File: src/rtl/regfile_ctrl_pkg.sv
// Shared types and constants for the register-file write controller.
// Latency: n/a (declarations only).
// Backpressure: n/a.
package regfile_ctrl_pkg;

    // Arbiter state: idle, long request blocked, CPU stalled to force the long write
    typedef enum logic [1:0] {
        ST_IDLE  = 2'd0,
        ST_WAIT  = 2'd1,
        ST_FORCE = 2'd2
    } arb_state_t;

    // Architectural zero register, never written
    localparam int REG_ZERO = 0;

endpackage

File: src/rtl/rf_scoreboard.sv
// Pending-write scoreboard for long-unit destinations with two hazard lookups.
// Latency: set/clear take effect the cycle after the edge; lookups are combinational on state.
// Backpressure: none; set wins over clear on the same register in the same cycle.
module rf_scoreboard
    import regfile_ctrl_pkg::*;
#(
    parameter int AW = 5
) (
    input  logic          clock,
    input  logic          reset,
    input  logic          set_en,
    input  logic [AW-1:0] set_reg,
    input  logic          clr_en,
    input  logic [AW-1:0] clr_reg,
    input  logic [AW-1:0] rd1,
    input  logic [AW-1:0] rd2,
    output logic          hazard
);

    localparam logic [AW-1:0] REG0 = AW'(REG_ZERO);

    logic [2**AW-1:0] pending;

    // Clear on long commit, then set on issue so a same-edge set overrides the clear
    always_ff @(posedge clock) begin
        if (reset) begin
            pending <= '0;
        end else begin
            if (clr_en && (clr_reg != REG0)) begin
                pending[clr_reg] <= 1'b0;
            end
            if (set_en && (set_reg != REG0)) begin
                pending[set_reg] <= 1'b1;
            end
        end
    end

    // Hazard lookup from registered state: stays high through the commit cycle
    always_comb begin
        hazard = (pending[rd1] && (rd1 != REG0)) || (pending[rd2] && (rd2 != REG0));
    end

endmodule

File: src/rtl/regfile_write_arbiter.sv
// Shares the register file write port between the ALU and a long unit; tracks pending long writes.
// Latency: grant and write controls are combinational, written at the next clock edge.
// Backpressure: ALU has priority; a long request blocked MAX_WAIT cycles forces Stall until it commits.
module regfile_write_arbiter
    import regfile_ctrl_pkg::*;
#(
    parameter int MAX_WAIT = 4,
    parameter int AW       = 5,
    parameter int DW       = 32
) (
    input  logic          clock,
    input  logic          reset,
    input  logic          AluWrite,
    input  logic [AW-1:0] AluReg,
    input  logic [DW-1:0] AluData,
    input  logic          LongValid,
    input  logic [AW-1:0] LongReg,
    input  logic [DW-1:0] LongData,
    output logic          LongReady,
    input  logic          Issue,
    input  logic [AW-1:0] IssueReg,
    input  logic [AW-1:0] Read1,
    input  logic [AW-1:0] Read2,
    output logic          Hazard,
    output logic          Stall,
    output logic          RegWrite,
    output logic [AW-1:0] WriteReg,
    output logic [DW-1:0] WriteData
);

    localparam int            CW      = $clog2(MAX_WAIT + 1);
    localparam logic [CW-1:0] CNT_ONE = CW'(1);
    localparam logic [CW-1:0] CNT_MAX = CW'(MAX_WAIT);
    localparam logic [AW-1:0] REG0    = AW'(REG_ZERO);

    arb_state_t    state, state_nxt;
    logic [CW-1:0] cnt, cnt_nxt;
    logic [CW-1:0] cnt_inc;
    logic          alu_win;
    logic          handshake;
    logic          sb_hazard;

    // State register and blocked-cycle counter
    always_ff @(posedge clock) begin
        if (reset) begin
            state <= ST_IDLE;
            cnt   <= '0;
        end else begin
            state <= state_nxt;
            cnt   <= cnt_nxt;
        end
    end

    // Grant mux: ALU first unless stalled, long unit otherwise; reg 0 handshakes without writing
    always_comb begin
        Stall     = 1'b0;
        LongReady = 1'b0;
        RegWrite  = 1'b0;
        WriteReg  = '0;
        WriteData = '0;
        alu_win   = 1'b0;
        if (!reset) begin
            Stall   = (state == ST_FORCE);
            alu_win = !Stall && AluWrite && (AluReg != REG0);
            if (alu_win) begin
                RegWrite  = 1'b1;
                WriteReg  = AluReg;
                WriteData = AluData;
            end else if (LongValid) begin
                LongReady = 1'b1;
                if (LongReg != REG0) begin
                    RegWrite  = 1'b1;
                    WriteReg  = LongReg;
                    WriteData = LongData;
                end
            end
        end
        handshake = LongValid && LongReady;
    end

    // Next state: count consecutive blocked cycles and force a stall once the bound is reached;
    // a dropped LongValid returns to idle so the CPU can never be left frozen
    always_comb begin
        state_nxt = state;
        cnt_nxt   = cnt;
        cnt_inc   = cnt + CNT_ONE;
        case (state)
            ST_IDLE: begin
                if (LongValid && !LongReady) begin
                    cnt_nxt   = CNT_ONE;
                    state_nxt = (CNT_ONE == CNT_MAX) ? ST_FORCE : ST_WAIT;
                end
            end
            ST_WAIT: begin
                if (handshake || !LongValid) begin
                    state_nxt = ST_IDLE;
                    cnt_nxt   = '0;
                end else begin
                    cnt_nxt = cnt_inc;
                    if (cnt_inc == CNT_MAX) begin
                        state_nxt = ST_FORCE;
                    end
                end
            end
            ST_FORCE: begin
                if (handshake || !LongValid) begin
                    state_nxt = ST_IDLE;
                    cnt_nxt   = '0;
                end
            end
            default: begin
                state_nxt = ST_IDLE;
                cnt_nxt   = '0;
            end
        endcase
    end

    rf_scoreboard #(
        .AW(AW)
    ) u_scoreboard (
        .clock   (clock),
        .reset   (reset),
        .set_en  (Issue),
        .set_reg (IssueReg),
        .clr_en  (handshake),
        .clr_reg (LongReg),
        .rd1     (Read1),
        .rd2     (Read2),
        .hazard  (sb_hazard)
    );

    // Hazard is masked while reset is held
    always_comb begin
        Hazard = sb_hazard && !reset;
    end

endmodule

File: config.mk
export PLATFORM = sky130hd
export DESIGN_NAME = regfile_write_arbiter
export DESIGN_NICKNAME = d
export VERILOG_FILES = /design/src/rtl/regfile_ctrl_pkg.sv /design/src/rtl/rf_scoreboard.sv /design/src/rtl/regfile_write_arbiter.sv
export SDC_FILE = /design/constraint.sdc
export NUM_CORES = 1
export LEC_CHECK = 0
export CORE_ASPECT_RATIO = 0.9
export CORE_MARGIN = 8
export CORE_UTILIZATION = 41
export DETAILED_ROUTE_END_ITERATION = 8
export PLACE_DENSITY_LB_ADDON = 0.3
export SETUP_SLACK_MARGIN = 0.4
export SLEW_MARGIN = 20
export SYNTH_ARGS = -nofsm -noshare
export SYNTH_HDL_FRONTEND = slang
export SYNTH_SLANG_ARGS = --single-unit
File: constraint.sdc
create_clock -name clock -period 3.8 [get_ports clock]
set_clock_uncertainty 0.2 [all_clocks]
set_input_delay 0.95 -clock clock [delete_from_list [all_inputs] [get_ports clock]]
set_output_delay 0.95 -clock clock [all_outputs]
set_load 0.02 [all_outputs]
**Word-level counts from Yosys, hierarchy flattened**

Index checks and enable logic that the tools add are counted.

- Output and inout port bits: 41
- Register bits: 37

- $lt $le $gt $ge: 6
- Bitwise operators: 3
- Add/sub/neg operators: 1
- Equal/unequal tests: 6
- Muxes and demuxes: 36
- Reduce and logical (&&, ||, !) cells: 25

Operators by type and width:

| cell | count |
|---|---|
| 2-to-1 mux 32 bit | 7 |
| bitwise AND 32 bit | 1 |
| inverter 32 bit | 1 |
| bitwise OR 32 bit | 1 |
| nonzero test 5 bit | 5 |
| < comparator 5 x 6 -> 1 bit (second input constant) | 4 |
| 2-to-1 mux 5 bit | 4 |
| 2-to-1 mux 1 bit | 12 |
| logical AND 1 bit | 11 |
| binary-select mux 1 bit (select 5 bit) | 2 |
| demux 1 bit (select 5 bit) | 2 |
| greater-or-equal comparator 5 x 1 -> 1 bit (second input constant) | 2 |
| 2-to-1 mux 3 bit | 3 |
| case mux 3 bit (3 select lines) | 1 |
| 2-to-1 mux 2 bit | 4 |
| case mux 2 bit (3 select lines) | 1 |
| logical NOT 1 bit | 4 |
| adder 3 x 1 -> 3 bit (second input constant) | 1 |
| equality test 3 bit (second input constant) | 1 |
| != test 3 bit (second input constant) | 1 |
| AND reduction 3 bit | 1 |
| equality test 2 x 1 -> 1 bit (second input constant) | 1 |
| equality test 2 bit (second input constant) | 1 |
| logical NOT 2 bit | 1 |
| 4 further kinds | 5 |

**Logic depth before layout (Yosys ltp)**

- Word-level depth: 12
- Mapped depth: 6

**By module**

A second synthesis with hierarchy kept.

- Cell total of the unflattened synthesis: 353
- Area, all modules: 2865.2 µm²

Modules (own cells, without submodules):

| module | times used | area each (µm²) | cells an instance |
|---|---|---|---|
| rf_scoreboard | 1 | 1845.5 | 220 |
| regfile_write_arbiter | 1 | 1019.7 | 133 |

**Least setup slack after synthesis**

No wires, ideal clock.

- Kind: in2out
- Start point: in Read2[0]
- End point: out Hazard
- Data arrival time: 2.386 ns
- Data required time: 2.650 ns
- Stages on the path: 5
- Buffers on the path: 1
- Setup slack: 0.264 ns
- Cell sequence: clkbuf_1 -> mux4_2 -> a32o_1 -> o21ai_0 -> a41oi_1

- Word-level cells in the longest chain between the ends: 5
- Elaborated cells between the ends (all ways): 6

Ends and longest elaborated chain:

| what | line | RTL |
|---|---|---|
| start, declared | regfile_write_arbiter.sv:23 | `input logic [AW-1:0] Read2,` |
| binary-select mux 1 bit (select 5 bit) | rf_scoreboard.sv:40 | `hazard = (pending[rd1] && (rd1 != REG0)) \|\| (pending[rd2] && (rd2 != REG0));` |
| 2-to-1 mux 1 bit (implied by the code) | rf_scoreboard.sv:40 |  |
| logical AND 1 bit (*) | rf_scoreboard.sv:40 |  |
| logical OR 1 bit (*) | rf_scoreboard.sv:40 |  |
| logical AND 1 bit (*) | regfile_write_arbiter.sv:134 | `Hazard = sb_hazard && !reset;` |
| end, declared | regfile_write_arbiter.sv:24 | `output logic Hazard,` |

Mark *: on every way between the ends. The rest lies on a longest branch, timed or not. The select of a mux whose other input is x is not followed.

**Worst setup path after layout**

- Start point: in LongReg[3]
- End point: out WriteData[7]

- Word-level cells in the longest chain between the ends: 5

Ends and longest elaborated chain:

| what | line | RTL |
|---|---|---|
| start, declared | regfile_write_arbiter.sv:17 | `input logic [AW-1:0] LongReg,` |
| nonzero test 5 bit | regfile_write_arbiter.sv:71 | `if (LongReg != REG0) begin` |
| 2-to-1 mux 32 bit | regfile_write_arbiter.sv:71 |  |
| 2-to-1 mux 32 bit | regfile_write_arbiter.sv:69 | `end else if (LongValid) begin` |
| 2-to-1 mux 32 bit | regfile_write_arbiter.sv:65 | `if (alu_win) begin` |
| 2-to-1 mux 32 bit | regfile_write_arbiter.sv:62 | `if (!reset) begin` |
| end, declared | regfile_write_arbiter.sv:28 | `output logic [DW-1:0] WriteData` |

Every way passes these cells.

==> qor.csv <==
stage,metric,value,unit
clock_network,clk_latency,0.29,ns
grt,grt_pass1_wl,19600,um
finish,syn_to_final_growth,90.8,%
logic_synthesis,ys.flop_type,dfxtp_1,
drt,drc,0,
grt,gr-usage-all-layers,26.3,%
critical_path,cp_top_family,buffers and inverters,
floorplanning,die_area,9510,sq um
timing,layout_setup_ws,-0.000899,ns
timing,final.setup.tns,-0.000899,ns
timing,slew_violations,0,
logic_synthesis,synthDistinctLibCells,44,
critical_path,cp_max_fo,6,
worst_hold_path,hp-class,register to register,
logic_synthesis,post-synth-top-area-cell,dfxtp_1,
finish,postLayoutCellArea,5200,sq um
critical_path,path_cells,"clkdlybuf4s50_1, or2_4, o41ai_4, a21o_4, buf_12, buf_16, a21oi_4, buf_6",
timing,tightestPinTransition,0.740,ns
grt,antenna_found_initial,1,
floorplanning,die_x,102,um
timing,hold_violations,0,
logic_synthesis,async_flop_share,0,%
critical_path,cp.required,2.65,ns
floorplanning,initial_utilization,41.8,%
critical_path,critical_path.startpoint_type,primary input,
power,power_density,223,nW/um^2
clock_network,htreeDepth,2,
critical_path,cp_slowest_cell,clkdlybuf4s50_1,
floorplanning,core_area,6520,sq um
clock_network,root_buffer,clkbuf_8,
floorplanning,io-pin-count,135,
drt,ant_nets,0,
floorplanning,rows,28,
floorplanning,die_h,93.3,um
clock_network,ctsHoldBuffers,0,
logic_synthesis,syn-mean-instance-area,7.23,sq um
logic_synthesis,ys_top_cells_by_count,"106 x nand2_1, 73 x a21oi_1, 36 x dfxtp_1, 29 x o21ai_0, 15 x nand3_1",
grt,grt_pass1_vias,3684,
drt,via_per_inst,5.88,
clock_network,cts_buffers,5,
critical_path,setup.worst_path.start,LongReg[3],
drt,vias,3731,
critical_path,crit_type,primary input to output pin,
logic_synthesis,synth_area_leaders,"dfxtp_1 26%, nand2_1 15%, a21oi_1 13%, mux4_2 9.9%, o21ai_0 5.3%",
logic_synthesis,syn-cell-area,2720,sq um
drt,routedWlPerCell,20.9,um
clock_network,clk_pin_slew,0.08,ns
logic_synthesis,ys_warn_count,0,
placed_design,placed_area,4660,sq um
grt,grt.overflow.total,0,
critical_path,slowest_delay,0.45,ns
logic_synthesis,ys_ff_latch,36,
grt,grt_max_degree,43,
clock_network,clkSinkCount,36,
timing,finalCriticalPeriod,3.80,ns
run_status,violations,negative setup slack,
logic_synthesis,synth_top_area_share,26.5,%
placed_design,numPortBuffers,134,
logic_synthesis,seq_area_frac_synth,26.5,%
logic_synthesis,syn-num-nets,473,
drt,drt_iter0_markers,330,
power,vdd.ir_drop.worst,0.154,mV
logic_synthesis,synth_edf_count,0,
logic_synthesis,synthCells,377,
placed_design,place_hpwl,9420,um
critical_path,end_kind,output pin,
timing,fmax,263,MHz
placed_design,place.gp.congestion,0.917,
logic_synthesis,yosysMostFrequentCell,nand2_1,
timing,rsz0062_at_grt,true,
worst_hold_path,hold_start,cnt[2]$_SDFFE_PP0P_,
power,leakage,1.93,nW
timing,setup-violations-final,1,
drt,drt_wl_total,13200,um
job,drv_cap,0,
run_status,status,"complete, but fails checks",
drt,dr.pass1.iters,5,
timing,slew_headroom,50.5,%
critical_path,path_buf_inv,4,
critical_path,worstReg2RegStart,state[1]$_SDFFE_PP0P_,
finish,nNetsFinal,638,
clock_network,ctsLongestPathBuffers,2,
timing,fin_crit_sh,100,%
finish,drive_gt1_share,34.1,%
clock_network,cts_tree,done,
critical_path,arrival,2.65,ns
==> routing by layer <==
layer  global-route usage (%)  up-vias  wire length, um
met5                        0        -                0
li1                         -     1683                -
met3                     7.65       60             1140
met1                     28.1     1749             4500
met2                     47.5      239             6880
met4                     10.3        0              704
==> kinds of logic (layout without fill, tap and decap cells) <==
group                      after synthesis  in the layout  synth area share, %
muxes                                   21             21                 13.3
adders and majority gates                2              2                0.919
DFF                                     36             36                 26.5
buffers and inverters                   30            195                 5.70
and+or+nand+nor                        167            167                 29.0
other                                    0              1                    0
AOI/OAI and AO/OA                      121            122                 24.6
==> through the flow <==
| stage | hold slack (ns) | power (W) | setup slack (ns) | util (%) | std cells |
|---|---|---|---|---|---|
| after global placement | 0.276 | 0.000795 | -0.695 | 71.6 | 605 |
| after global routing | 0.318 | 0.00120 | -0.0195 | 79.7 | 634 |
| after floorplan | 0.259 | 0.000596 | 0.380 | - | 377 |
| final | 0.295 | 0.00116 | -0.000899 | 79.7 | 634 |
| after detailed placement | 0.284 | 0.000803 | -0.754 | 71.6 | 605 |
| after CTS | 0.294 | 0.00113 | 0.0759 | 77.5 | 628 |
==> area by class of cell <==
class                           instances  area [sq um]
Inverter                                3          13.8
Clock buffer                            7          86.3
Timing Repair Buffer                  184          1910
Fill cell                             412          1320
Clock inverter                          1          7.51
Tap cell                               90           113
Sequential cell                        36           721
Antenna cell                            1          2.50
Multi-Input combinational cell        312          2350
==> worst paths after layout <==
check | to | slack (ns) | cells past startpoint
worst min-delay path | cnt[2]$_SDFFE_PP0P_ | 0.29 | 2
worst max-delay path | WriteData[7] | -0.0009 | 8
worst max register to register | u_scoreboard.pending[22]$_SDFF_PP0_ | 1.57 | 8
worst min register to register | cnt[2]$_SDFFE_PP0P_ | 0.29 | 2
==> power breakdown <==
group | internal [W] | total, W | switching, W | leakage, nW
clock network | 0.000147 | 0.000288 | 0.000141 | 0.0445
logic | 0.000248 | 0.000481 | 0.000234 | 1.60
registers | 0.000383 | 0.000388 | 0.00000499 | 0.291
==> layout by cell type (no fill, tap or decap), types with 6 or more instances in the layout <==
cell type | synthesis | final
clkdlybuf4s50_1 | 0 | 80
clkbuf_8 | 0 | 6
dfxtp_1 | 36 | 36
nand2_1 | 106 | 101
buf_12 | 0 | 6
buf_4 | 7 | 30
a21oi_4 | 0 | 31
mux2i_1 | 7 | 7
a21oi_2 | 0 | 6
a21oi_1 | 73 | 36
o21ai_0 | 29 | 28
mux4_2 | 12 | 12
nor2_1 | 8 | 7
nand3_1 | 15 | 10
buf_6 | 1 | 54
nor3b_1 | 8 | 7
nand2b_1 | 7 | 7
==> state kept, by name, indices dropped and copies added, names as in the netlist <==
signal	flops
u_scoreboard.pending	31
state	2
cnt	3
==> worst register-to-register path, cell delays in order, from the launching register on <==
cell and delay [ns]:
dfxtp_1 0.44, nand2b_1 0.25, o211ai_4 0.24, buf_6 0.15, buf_6 0.11, buf_4 0.16
nand3_1 0.20, o21ai_0 0.26, a21oi_1 0.10
==> timing repair <==
item	4_1_cts	5_1_grt
setup endpoints to repair	40	40
gates cloned	4	0
pin swaps	7	12
buffers inserted	11	5
resized for setup	295	31
No activity file was read; power rests on OpenSTA's default activity.
